File: config.mk
export PLATFORM = sky130hd
export DESIGN_NAME = uart_rx_flat
export DESIGN_NICKNAME = d
export VERILOG_FILES = /design/src/rtl/uart_pkg.sv /design/src/rtl/uart_rx_if.sv /design/src/rtl/uart_rx_band_gen.sv /design/src/rtl/uart_rx.sv /design/src/flat_wrapper.sv
export SDC_FILE = /design/constraint.sdc
export NUM_CORES = 1
export LEC_CHECK = 0
export CORE_ASPECT_RATIO = 2
export CORE_MARGIN = 2
export CORE_UTILIZATION = 50
export DETAILED_ROUTE_END_ITERATION = 12
export HOLD_SLACK_MARGIN = 0.03
export PLACE_DENSITY = 0.81
export SLEW_MARGIN = 40
export SYNTH_ARGS = -nofsm -noshare
export SYNTH_HDL_FRONTEND = slang
export SYNTH_HIERARCHICAL = 1
export SYNTH_SLANG_ARGS = --single-unit
File: constraint.sdc
create_clock -name clk -period 3.6 [get_ports clk]
set_input_delay 0.36 -clock clk [delete_from_list [all_inputs] [get_ports clk]]
set_output_delay 0.36 -clock clk [all_outputs]
set_load 0.01 [all_outputs]
File: src/rtl/uart_pkg.sv
// Shared UART receiver definitions: rate defaults, clocks-per-bit math, FSM encoding.
// The PARITY state exists only when UART_RX_PARITY_EN is defined.
package uart_pkg;

  localparam int unsigned SYS_RATE_DEF  = 32'd100_000_000;
  localparam int unsigned BAND_RATE_DEF = 32'd921_600;
  localparam int unsigned CNT_W         = 32'd14;

  typedef enum logic [2:0] {
    ST_IDLE   = 3'd0,
    ST_START  = 3'd1,
    ST_DATA   = 3'd2,
`ifdef UART_RX_PARITY_EN
    ST_PARITY = 3'd3,
`endif
    ST_STOP   = 3'd4
  } rx_state_e;

  function automatic int unsigned cnt_band(input int unsigned sys_rate,
                                           input int unsigned band_rate);
    return sys_rate / band_rate;
  endfunction

  localparam int unsigned CNT_BAND_DEF = cnt_band(SYS_RATE_DEF, BAND_RATE_DEF);

  // Even-parity bit that makes the total number of ones even.
  function automatic logic even_parity(input logic [7:0] d);
    return ^d;
  endfunction

endpackage

File: src/rtl/uart_rx_if.sv
// Serial line and received-byte outputs of the UART receiver.
// parity_err exists only when UART_RX_PARITY_EN is defined.
interface uart_rx_if;
  logic       rx;
  logic [7:0] rx_data;
  logic       rx_valid;
  logic       rx_busy;
  logic       frame_err;
`ifdef UART_RX_PARITY_EN
  logic       parity_err;

  modport master (output rx, input rx_data, input rx_valid, input rx_busy,
                  input frame_err, input parity_err);
  modport slave  (input rx, output rx_data, output rx_valid, output rx_busy,
                  output frame_err, output parity_err);
`else
  modport master (output rx, input rx_data, input rx_valid, input rx_busy,
                  input frame_err);
  modport slave  (input rx, output rx_data, output rx_valid, output rx_busy,
                  output frame_err);
`endif
endinterface

File: src/rtl/uart_rx_band_gen.sv
// Bit-centre tick generator: first tick half a bit after enable, then every CNT_BAND clocks.
module uart_rx_band_gen
  import uart_pkg::*;
#(
  parameter int unsigned CNT_BAND = CNT_BAND_DEF
) (
  input  logic clk,
  input  logic rst,
  input  logic en,
  output logic tick
);

  localparam logic [CNT_W-1:0] HALF_LOAD = CNT_W'(CNT_BAND / 32'd2 - 32'd1);
  localparam logic [CNT_W-1:0] FULL_LOAD = CNT_W'(CNT_BAND - 32'd1);

  logic [CNT_W-1:0] cnt_q, cnt_d;

  // down-counter: parked at the half-bit load while disabled
  always_comb begin
    cnt_d = cnt_q;
    if (!en) begin
      cnt_d = HALF_LOAD;
    end else if (cnt_q == {CNT_W{1'b0}}) begin
      cnt_d = FULL_LOAD;
    end else begin
      cnt_d = cnt_q - CNT_W'(1);
    end
  end

  // counter register
  always_ff @(posedge clk or posedge rst) begin
    if (rst) begin
      cnt_q <= HALF_LOAD;
    end else begin
      cnt_q <= cnt_d;
    end
  end

  assign tick = en && (cnt_q == {CNT_W{1'b0}});

endmodule

File: src/rtl/uart_rx.sv
// UART receiver: start/8 data LSB first/stop, sampled at bit centres of the synchronized line.
// Define UART_RX_PARITY_EN to add an even-parity bit and the parity_err pulse.
module uart_rx
  import uart_pkg::*;
#(
  parameter int unsigned SYS_RATE  = SYS_RATE_DEF,
  parameter int unsigned BAND_RATE = BAND_RATE_DEF
) (
  input logic      clk,
  input logic      rst,
  uart_rx_if.slave bus
);

  localparam int unsigned CNT_BAND = cnt_band(SYS_RATE, BAND_RATE);

  logic       sync1_q, sync2_q, prev_q, rx_s;
  logic [2:0] vld_q;
  logic       fall_s, tick_s, bit_en_s;
  rx_state_e  state_q, state_d;
  logic [2:0] bit_idx_q, bit_idx_d;
  logic [7:0] shift_q, shift_d, rx_data_q, rx_data_d;
  logic       rx_valid_q, rx_valid_d, busy_q, busy_d, frame_err_q, frame_err_d;
`ifdef UART_RX_PARITY_EN
  logic       par_bad_q, par_bad_d, parity_err_q, parity_err_d;
`endif

  // synchronizer and edge history; vld_q stops the reset value of 1 faking a falling edge
  always_ff @(posedge clk or posedge rst) begin
    if (rst) begin
      sync1_q <= 1'b1;
      sync2_q <= 1'b1;
      prev_q  <= 1'b1;
      vld_q   <= 3'b000;
    end else begin
      sync1_q <= bus.rx;
      sync2_q <= sync1_q;
      prev_q  <= sync2_q;
      vld_q   <= {vld_q[1:0], 1'b1};
    end
  end

  assign rx_s     = sync2_q;
  assign fall_s   = vld_q[2] & prev_q & ~rx_s;
  assign bit_en_s = (state_q != ST_IDLE);

  uart_rx_band_gen #(.CNT_BAND(CNT_BAND)) u_band_gen (
    .clk  (clk),
    .rst  (rst),
    .en   (bit_en_s),
    .tick (tick_s)
  );

  // frame FSM next-state and output pulses
  always_comb begin
    state_d     = state_q;
    bit_idx_d   = bit_idx_q;
    shift_d     = shift_q;
    rx_data_d   = rx_data_q;
    rx_valid_d  = 1'b0;
    frame_err_d = 1'b0;
`ifdef UART_RX_PARITY_EN
    par_bad_d    = par_bad_q;
    parity_err_d = 1'b0;
`endif
    case (state_q)
      ST_IDLE: begin
        if (fall_s) begin
          state_d   = ST_START;
          bit_idx_d = 3'd0;
`ifdef UART_RX_PARITY_EN
          par_bad_d = 1'b0;
`endif
        end else begin
          state_d = ST_IDLE;
        end
      end
      ST_START: begin
        if (tick_s) begin
          state_d = rx_s ? ST_IDLE : ST_DATA;
        end else begin
          state_d = ST_START;
        end
      end
      ST_DATA: begin
        if (tick_s) begin
          shift_d   = {rx_s, shift_q[7:1]};
          bit_idx_d = bit_idx_q + 3'd1;
          if (bit_idx_q == 3'd7) begin
`ifdef UART_RX_PARITY_EN
            state_d = ST_PARITY;
`else
            state_d = ST_STOP;
`endif
          end else begin
            state_d = ST_DATA;
          end
        end else begin
          state_d = ST_DATA;
        end
      end
`ifdef UART_RX_PARITY_EN
      ST_PARITY: begin
        if (tick_s) begin
          par_bad_d = (rx_s != even_parity(shift_q));
          state_d   = ST_STOP;
        end else begin
          state_d = ST_PARITY;
        end
      end
`endif
      ST_STOP: begin
        if (tick_s) begin
          state_d     = ST_IDLE;
          frame_err_d = ~rx_s;
`ifdef UART_RX_PARITY_EN
          parity_err_d = par_bad_q;
          rx_valid_d   = rx_s & ~par_bad_q;
`else
          rx_valid_d   = rx_s;
`endif
          rx_data_d = rx_valid_d ? shift_q : rx_data_q;
        end else begin
          state_d = ST_STOP;
        end
      end
      default: begin
        state_d = ST_IDLE;
      end
    endcase
    busy_d = (state_d != ST_IDLE);
  end

  // frame FSM and registered outputs
  always_ff @(posedge clk or posedge rst) begin
    if (rst) begin
      state_q     <= ST_IDLE;
      bit_idx_q   <= 3'd0;
      shift_q     <= 8'h00;
      rx_data_q   <= 8'h00;
      rx_valid_q  <= 1'b0;
      busy_q      <= 1'b0;
      frame_err_q <= 1'b0;
`ifdef UART_RX_PARITY_EN
      par_bad_q    <= 1'b0;
      parity_err_q <= 1'b0;
`endif
    end else begin
      state_q     <= state_d;
      bit_idx_q   <= bit_idx_d;
      shift_q     <= shift_d;
      rx_data_q   <= rx_data_d;
      rx_valid_q  <= rx_valid_d;
      busy_q      <= busy_d;
      frame_err_q <= frame_err_d;
`ifdef UART_RX_PARITY_EN
      par_bad_q    <= par_bad_d;
      parity_err_q <= parity_err_d;
`endif
    end
  end

  assign bus.rx_data   = rx_data_q;
  assign bus.rx_valid  = rx_valid_q;
  assign bus.rx_busy   = busy_q;
  assign bus.frame_err = frame_err_q;
`ifdef UART_RX_PARITY_EN
  assign bus.parity_err = parity_err_q;
`endif

endmodule

File: src/flat_wrapper.sv
// flat-port wrapper written by rule: the top's interface ports become plain ports
module uart_rx_flat import uart_pkg::*;
#(
  parameter int unsigned SYS_RATE  = SYS_RATE_DEF,
  parameter int unsigned BAND_RATE = BAND_RATE_DEF
)
  (clk, rst, bus_rx, bus_rx_data, bus_rx_valid, bus_rx_busy, bus_frame_err);
  uart_rx_if bus_i ();
  input logic clk;
  input logic rst;
  input wire logic [$bits(bus_i.rx)-1:0] bus_rx;
  output wire logic [$bits(bus_i.rx_data)-1:0] bus_rx_data;
  output wire logic [$bits(bus_i.rx_valid)-1:0] bus_rx_valid;
  output wire logic [$bits(bus_i.rx_busy)-1:0] bus_rx_busy;
  output wire logic [$bits(bus_i.frame_err)-1:0] bus_frame_err;
  assign bus_i.rx = bus_rx;
  assign bus_rx_data = bus_i.rx_data;
  assign bus_rx_valid = bus_i.rx_valid;
  assign bus_rx_busy = bus_i.rx_busy;
  assign bus_frame_err = bus_i.frame_err;
  uart_rx #(.SYS_RATE(SYS_RATE), .BAND_RATE(BAND_RATE)) u_core (.clk(clk), .rst(rst), .bus(bus_i));
endmodule
== Word level (Yosys, flattened, before mapping) ==
Cells that the tools add are included.

* Add/sub/neg operators: 2
* Equality and inequality tests: 6
* Muxes and demuxes: 16
* Bitwise logic cells: 3
* Reductions and logical operators: 9

{| class="wikitable"
|+ Operator list
! kind !! count
|-
| 2-to-1 mux 14 bit || 2
|-
| 2-to-1 mux 3 bit || 6
|-
| zero test 14 bit || 1
|-
| subtractor 14 x 1 -> 14 bit (second input constant) || 1
|-
| case mux 3 bit (4 select lines) || 1
|-
| equality test 3 bit (second input constant) || 2
|-
| case mux 3 bit (2 select lines) || 1
|-
| AND reduction 3 bit || 2
|-
| nonzero test 3 bit || 2
|-
| 2-to-1 mux 1 bit || 5
|-
| != test 2 x 1 -> 1 bit (second input constant) || 2
|-
| adder 3 x 1 -> 3 bit (second input constant) || 1
|-
| equality test 3 x 1 -> 1 bit (second input constant) || 1
|-
| equality test 3 x 2 -> 1 bit (second input constant) || 1
|-
| zero test 3 bit || 1
|-
| AND 1 bit || 2
|-
| 2-to-1 mux 2 bit || 1
|-
| AND reduction 2 bit || 1
|-
| nonzero test 2 bit || 1
|-
| logical AND 1 bit || 1
|-
| inverter 1 bit || 1
|}

* Register bits after elaboration: 45
* Output and inout bits: 11
* Logic and storage cells: 48

== Depth between registers and ports, before layout ==
Gate-level depths: netlist (run 1).

* Depth in word-level cells: 5
* Mapped depth: 10
* Mapped depth without buffers: 8

== Cells and area by module ==
Netlist (run 1), hierarchy kept.

{| class="wikitable"
|+ Modules (own cells, without submodules)
! module !! instances !! cells each !! area an instance (um^2) !! seq. area each (um^2)
|-
| uart_rx || 1 || 85 || 1199.9 || 779.5
|-
| uart_rx_band_gen || 1 || 72 || 738.2 || 355.3
|}

== Worst setup path before layout (run 1) ==
OpenSTA, ideal clock, no wires.

* Path kind: reg-to-reg
* Start: register u_core.u_band_gen.cnt_q[1]
* End: register u_core.shift_q[0]
* Arrival time: 2.284 ns
* Data required time: 3.475 ns
* Slack: 1.192 ns
* Stages on the path, launching flop included: 10
* Cells stage by stage: dfrtp_1 inv_1 ha_1 nor4b_4 nand4_1 nor2_1 clkbuf_1 and4bb_1 buf_4 mux2_2

* Word-level cells in the longest chain between the ends: 3

{| class="wikitable"
|+ Ends and longest elaborated chain
! item !! line !! RTL
|-
| from (decl) || uart_rx_band_gen.sv:16 || <nowiki>logic [CNT_W-1:0] cnt_q, cnt_d;</nowiki>
|-
| from (signal assigned) || uart_rx_band_gen.sv:35 || <nowiki>cnt_q <= cnt_d;</nowiki>
|-
| zero test 14 bit || uart_rx_band_gen.sv:39 || <nowiki>assign tick = en && (cnt_q == {CNT_W{1'b0}});</nowiki>
|-
| logical AND 1 bit || uart_rx_band_gen.sv:39 ||
|-
| net u_core.tick_s || uart_rx.sv:18 || <nowiki>logic fall_s, tick_s, bit_en_s;</nowiki>
|-
| AND reduction 2 bit (no source line) || - ||
|-
| to (signal assigned) || uart_rx.sv:150 || <nowiki>shift_q <= shift_d;</nowiki>
|-
| to (decl) || uart_rx.sv:21 || <nowiki>logic [7:0] shift_q, shift_d, rx_data_q, rx_data_d;</nowiki>
|}

The timed path passes the listed nets, and every way through them passes these cells.
A chain may end at the register's enable or synchronous reset.

== Final worst setup path (run 1) ==
* Start: register u_core.u_band_gen.cnt_q[1]
* End: register u_core.shift_q[4]

The elaborated chain is that of the path after synthesis.

==> results of run 1 <==
==> power by group through the flow <==
stage               logic (mW)  clock network (mW)  registers, mW
floorplan                0.165                   0          0.628
global placement         0.208                   0          0.634
detailed placement       0.221                   0          0.641
CTS                      0.222               0.317          0.631
global route             0.246               0.334          0.638
finish                   0.220               0.304          0.631
==> through the flow <==
step / std cells / power, mW / utilization, %
after floorplan: 157 / 0.7929 / -
after global placement: 217 / 0.8419 / 55.36
after detailed placement: 217 / 0.8617 / 55.36
after CTS: 225 / 1.170 / 57.66
after global routing: 225 / 1.218 / 57.66
final: 225 / 1.154 / 57.66
==> layer usage <==
layer | up-vias | share of wire (%) | GRT usage [%]
li1 | 570 | - | -
met1 | 610 | 38 | 20.74
met2 | 25 | 56 | 29.00
met3 | 11 | 3.0 | 4.528
met4 | 0 | 2.8 | 11.04
met5 | - | 0 | 0
==> Yosys cell counts (2+ instances only) <==
library cell  count  area (µm²)
clkbuf_1          2       7.510
dfstp_2           7       183.9
nand3_1           3       15.01
dfrtp_1          38       950.9
o21ai_0           2       10.01
nand2b_1          4       25.02
nand2_1          12       45.04
xnor2_1           6       52.55
inv_1             8       30.03
a31oi_1           2       12.51
o21ai_1           3       15.01
or4_4             2       22.52
or3b_1            2       17.52
nor2_1           12       45.04
nand4_1           2       12.51
ha_1              3       37.54
a21oi_1           3       15.01
nand3b_1          3       22.52
nor3_1            4       20.02
nor4_2            2       25.02
mux2_2           16       180.2
==> registers in the layout (all words and copies together), names as in the netlist, 3 cells and up <==
register / cells
u_core/bus.rx_data: 8
u_core/vld_q: 3
u_core/bit_idx_q: 3
u_core/state_q: 3
u_core/u_band_gen/cnt_q: 14
u_core/shift_q: 8
==> cells by family after synthesis <==
logic type,Yosys count
AND/OR/NAND/NOR,58
flip-flops,45
multiplexers,17
AO/OA/AOI/OAI,14
buffers and inverters,12
XOR/XNOR,7
adder cells (fa/ha/maj),3
other,1
==> final cells by class <==
class	instances	area, µm²	area share (%)
repair buffers	13	130.1	5.933
clock inverters	2	15.01	0.6845
clock buffers	6	72.57	3.309
well taps	51	63.81	2.909
inverters	8	30.03	1.369
multi-input cells	100	747.0	34.06
flip-flops and latches	45	1135	51.74
==> worst paths after layout <==
check                      slack, ns                          end  depth (start not counted)
hold reg to reg                 0.35              u_core/vld_q[1]                          0
max in group asynchronous       2.72         u_core/bus.frame_err                          2
setup / recovery                0.72            u_core/shift_q[4]                          7
hold / removal                  0.35              u_core/vld_q[1]                          0
setup reg to reg                0.72            u_core/shift_q[4]                          7
min in group asynchronous       0.45  u_core/u_band_gen/cnt_q[13]                          2
==> metrics, run 1 <==
Post-DP HPWL=roughly 2500 µm; crit path launch=u_core/u_band_gen/cnt_q[1]; Resize count post-CTS=0; Final Hold Viols=0; share of cells above drive strength 1=22.99%; power share of the combinational group=between 10% and 20%; sequential area share after synthesis=about three fifths; Routed WL=between 3000 and 4000 µm; antenna diode count=0; IO Port Bufs=13; Synth Area in Compound Gates=roughly 4.3%; cell family with most CP delay=simple AND/OR/NAND/NOR gates; worst-margin pin slew=roughly 0.60 ns; GRT Total Usage=a little under a fifth; core area=around 3800 µm²; Hold-fix buffers, CTS=0; drt wl/cell=between 10 and 15 µm; Critical Path, Cell by Cell=inv_1 > ha_1 > nor4b_4 > nand4_1 > nor2_1 > and4bb_1 > mux2_2; Post-CTS Setup Repair Bufs=0; Gate Count Post-Synth=~160; Area Growth Syn to Fin=13.17%; internal power=slightly above 0.8 mW; Final Worst Setup Slack=between 0.7 and 0.8 ns; Tmin final=~2.9 ns; global-route wire length before repair=approximately 5700 µm; Starting Density=between 50% and 60%; WHS=~0.35 ns; switch share=30.35%; Mapped Nets=~160; Mapped Area=a little under 2000 µm²; Crit. End Element=flop; Critical Path AT=3.07 ns; worst hold path startpoint=u_core/vld_q[0]; clock latency at the later pin of the worst-skew pair=~0.30 ns; DP Worst Slack=0.7241 ns; Synth Area in Simple Gates=19.11%; H-tree level count=2; Die W=a little under 50 µm; Vias/cell=between 5 and 6; async set or reset register ratio after synthesis=100.0%; number of placed I/O pins=14; multiplexer area fraction after synthesis=approximately a tenth; DR iter-0 viols=33; Main synth FF type=dfrtp_1; Max VDD drop=0.0003390 V; CTS tree=yes; post-route ant nets=0; drt pass-1 iters=4; Synth Area per Inst=~12 µm²; Clock power frac=26.3%; Sink Count=45; grt ovf=0; Die Y=between 90 and 100 µm; vias in the first global route=around 1300; nets@finish=179; CP required=about 3.8 ns; Cell Pwr Density=approximately 530 nW/µm²; slowest library cell on the worst path=and4bb_1; DRC=0; status=finished, final reports clean; RSZ-0062 raised after global routing=false; Fill cells=316; Switching Power=between 0.3 and 0.4 mW; Rel. slew slack=between 50% and 60%; number of synthesized flops with an enable pin=0; #FFs+latches synth=45; Yosys warnings=6; Clock transition at path regs=roughly 0.080 ns; Bufs and invs on worst path=1; Startpoint Class=flop; adder-cell share of the synthesized area=between 1.5 and 2%; Worst Skew=about 0.0056 ns; Finished Cell Area=2193 µm²; TNS Setup=0 ns; commonest cells after routing, fill and taps aside=38 x dfrtp_1, 16 x mux2_2, 13 x clkdlybuf4s50_1; kind of critical path=reg -> reg; max-cap violation count=0; HP Class=reg -> reg; DP Area=2106 µm²; most common cell after layout, fill and taps aside=dfrtp_1; clk buf depth=2; Root Buffer=clkbuf_8; via count=1216; Seq pwr share=54.6%; fin crit share=80.10%; Synth cell types=42; largest net degree at the start of global routing=32; initial antenna violation count=0; Crit Path Max Fanout=14; Die Area=4420 µm²; Final Max Tran Viols=0; total CTS buffers=5; largest family of logic cells by synthesized area=simple AND/OR/NAND/NOR gates; Synth Area in XOR/XNOR=approximately 3.2%; Placer Congestion=a little over 0.9; Crit path largest cell delay=around 0.59 ns; leakage power figure=between 1 and 1.5 nW; standard-cell rows=32; f_max=~350 MHz; Setup-failing EPs final=0; Reg-to-Reg Start=u_core/u_band_gen/cnt_q[1]
Note: power is estimated with default switching activity, not from simulation.
==> inputs of run 2 (changes only) <==
--- a/config.mk
+++ b/config.mk
@@ -10,7 +10,7 @@
 export CORE_UTILIZATION = 50
 export DETAILED_ROUTE_END_ITERATION = 12
 export HOLD_SLACK_MARGIN = 0.03
-export PLACE_DENSITY = 0.81
+export PLACE_DENSITY = 0.83
 export SLEW_MARGIN = 40
 export SYNTH_ARGS = -nofsm -noshare
 export SYNTH_HDL_FRONTEND = slang
==> constraint.sdc (replaced) <==
create_clock -name clk -period 2.5 [get_ports clk]
set_input_delay 0.25 -clock clk [delete_from_list [all_inputs] [get_ports clk]]
set_output_delay 0.25 -clock clk [all_outputs]
set_load 0.01 [all_outputs]
==> metrics, run 2 (synthesized netlist as in run 1, its figures left out) <==
status=finished, final reports clean; max-cap violation count=0 (unchanged); vias in the first global route=1365 (+4.6%); Setup-failing EPs final=0 (unchanged); DR iter-0 viols=14 (-58%); nets@finish=186 (+3.9%); kind of critical path=reg -> reg; max FFs per register=14 (unchanged); CP required=2.71 ns (-1.08 ns); met1 GRT Util=20.24% (-0.50 points); GRT met2 Usage=32.11% (+3.1 points); Crit. End Element=flop; Area Growth Syn to Fin=15.62%; post-route ant nets=0 (unchanged); core area=3804 µm² (unchanged); Biggest register=u_core/u_band_gen/cnt_q; Starting Density=50.95% (unchanged); clk buf depth=2 (unchanged); Die Y=92.05 µm (unchanged); Die W=48.03 µm (unchanged); Final Max Tran Viols=0 (unchanged); IO Port Bufs=13 (unchanged); initial antenna violation count=0 (unchanged); commonest cells after routing, fill and taps aside=38 x dfrtp_1, 16 x mux2_2, 13 x clkdlybuf4s50_1; grt ovf=0 (unchanged); CTS tree=yes; largest net degree at the start of global routing=32 (unchanged); global-route wire length before repair=6058 µm (+5.8%); overall power=1.655 mW (+43%); Crit Path Max Fanout=7 (-7); worst-margin pin slew=0.5497 ns (-0.05209 ns); H-tree level count=2 (unchanged); Worst Skew=0.007407 ns (+0.001810 ns); Cell Pwr Density=738.7 nW/µm² (+40%); via count=1240 (+2.0%); Startpoint Class=flop; GR peak layer=met2; leakage power figure=1.057 nW (+4.3%); post-layout util=58.91% (+1.3 points); total CTS buffers=5 (unchanged); standard-cell rows=32 (unchanged); Routed WL=3516 µm (+5.3%); WHS=0.3268 ns (-0.02652 ns); Root Buffer=clkbuf_8; GRT Total Usage=19.45% (+1.1 points); Max VDD drop=0.0005423 V (+60%); met3 Use GR=5.118% (+0.59 points); Vias/cell=5.345 (-1.1%); Die Area=4420 µm² (unchanged); Final Hold Viols=0 (unchanged); Critical Path AT=2.38 ns (-0.69 ns); most common cell after layout, fill and taps aside=dfrtp_1; clock latency at the later pin of the worst-skew pair=0.29 ns (about the same); Post-DP HPWL=2550 µm (+1.0%); Clock transition at path regs=0.08 ns (about the same); Placer Congestion=0.9127 (-2.0%); drt wl/cell=15.16 µm (+2.2%); number of placed I/O pins=14 (unchanged); DRC=0 (unchanged); fin crit share=87.12% (+7.0 points); Rel. slew slack=63.31% (+3.5 points); Sink Count=45 (unchanged); drt pass-1 iters=4 (unchanged); RSZ-0062 raised after global routing=false; TNS Setup=0 ns (unchanged); Tmin final=2.178 ns (-0.7054 ns); f_max=459.1 MHz (+32%); antenna diode count=0 (unchanged); share of cells above drive strength 1=25.41% (+2.4 points); HP Class=in -> async
-- run 2: routing by layer --
metal,wire [µm],share of wire [%]
met3,98,2.8
met1,1260,36
met4,141,4.0
met2,2015,57
met5,0,0
-- run 2: cell type report --
| type | count | area [µm²] |
|---|---|---|
| clock inverters | 2 | 10.01 |
| well taps | 51 | 63.81 |
| repair buffers | 20 | 182.7 |
| inverters | 8 | 30.03 |
| fillers | 312 | 1563 |
| multi-input cells | 100 | 747.0 |
| clock buffers | 6 | 72.57 |
| flip-flops and latches | 45 | 1135 |
-- run 2: timing repair --
item                                    in CTS  in global routing
setup buffers                                0                  1
endpoints found under the setup margin       0                  9
resized for setup                            0                  0
hold buffers                                 0                  0
-- run 2: path summary, 6_finish.rpt --
check | from | to | slack (ns) | cells after the start
max | u_core/u_band_gen/cnt_q[1] | u_core/bus.rx_busy | 0.32 | 9
min | rst | u_core/u_band_gen/cnt_q[6] | 0.33 | 2
max reg2reg | u_core/u_band_gen/cnt_q[1] | u_core/bus.rx_busy | 0.32 | 9
min reg2reg | u_core/sync1_q | u_core/rx_s | 0.35 | 0
max in group asynchronous | rst | u_core/u_band_gen/cnt_q[5] | 1.80 | 2
min in group clk | u_core/sync1_q | u_core/rx_s | 0.35 | 0
-- run 2: power by group --
group | internal [mW] | switching, mW
registers | 0.820 | 0.0861
logic | 0.149 | 0.176
clock network | 0.194 | 0.230
total | 1.16 | 0.493
-- run 2: worst max-delay path, stage by stage (launching register included) --
cell and delay [ns]:
dfrtp_1 0.41, inv_1 0.08, ha_1 0.20, nor4b_4 0.25, nand4_1 0.18, nor2_1 0.15, buf_4 0.16, nor4bb_1 0.34
a31oi_1 0.10, o2111ai_1 0.22
-- run 2: per-stage QoR --
step	cells	instance area, µm²	setup WS [ns]
floorplan	157	1938	0.09173
global placement	223	2151	0.3120
detailed placement	223	2151	0.1872
CTS	231	2233	0.1547
global route	232	2241	0.1645
finish	232	2241	0.3220
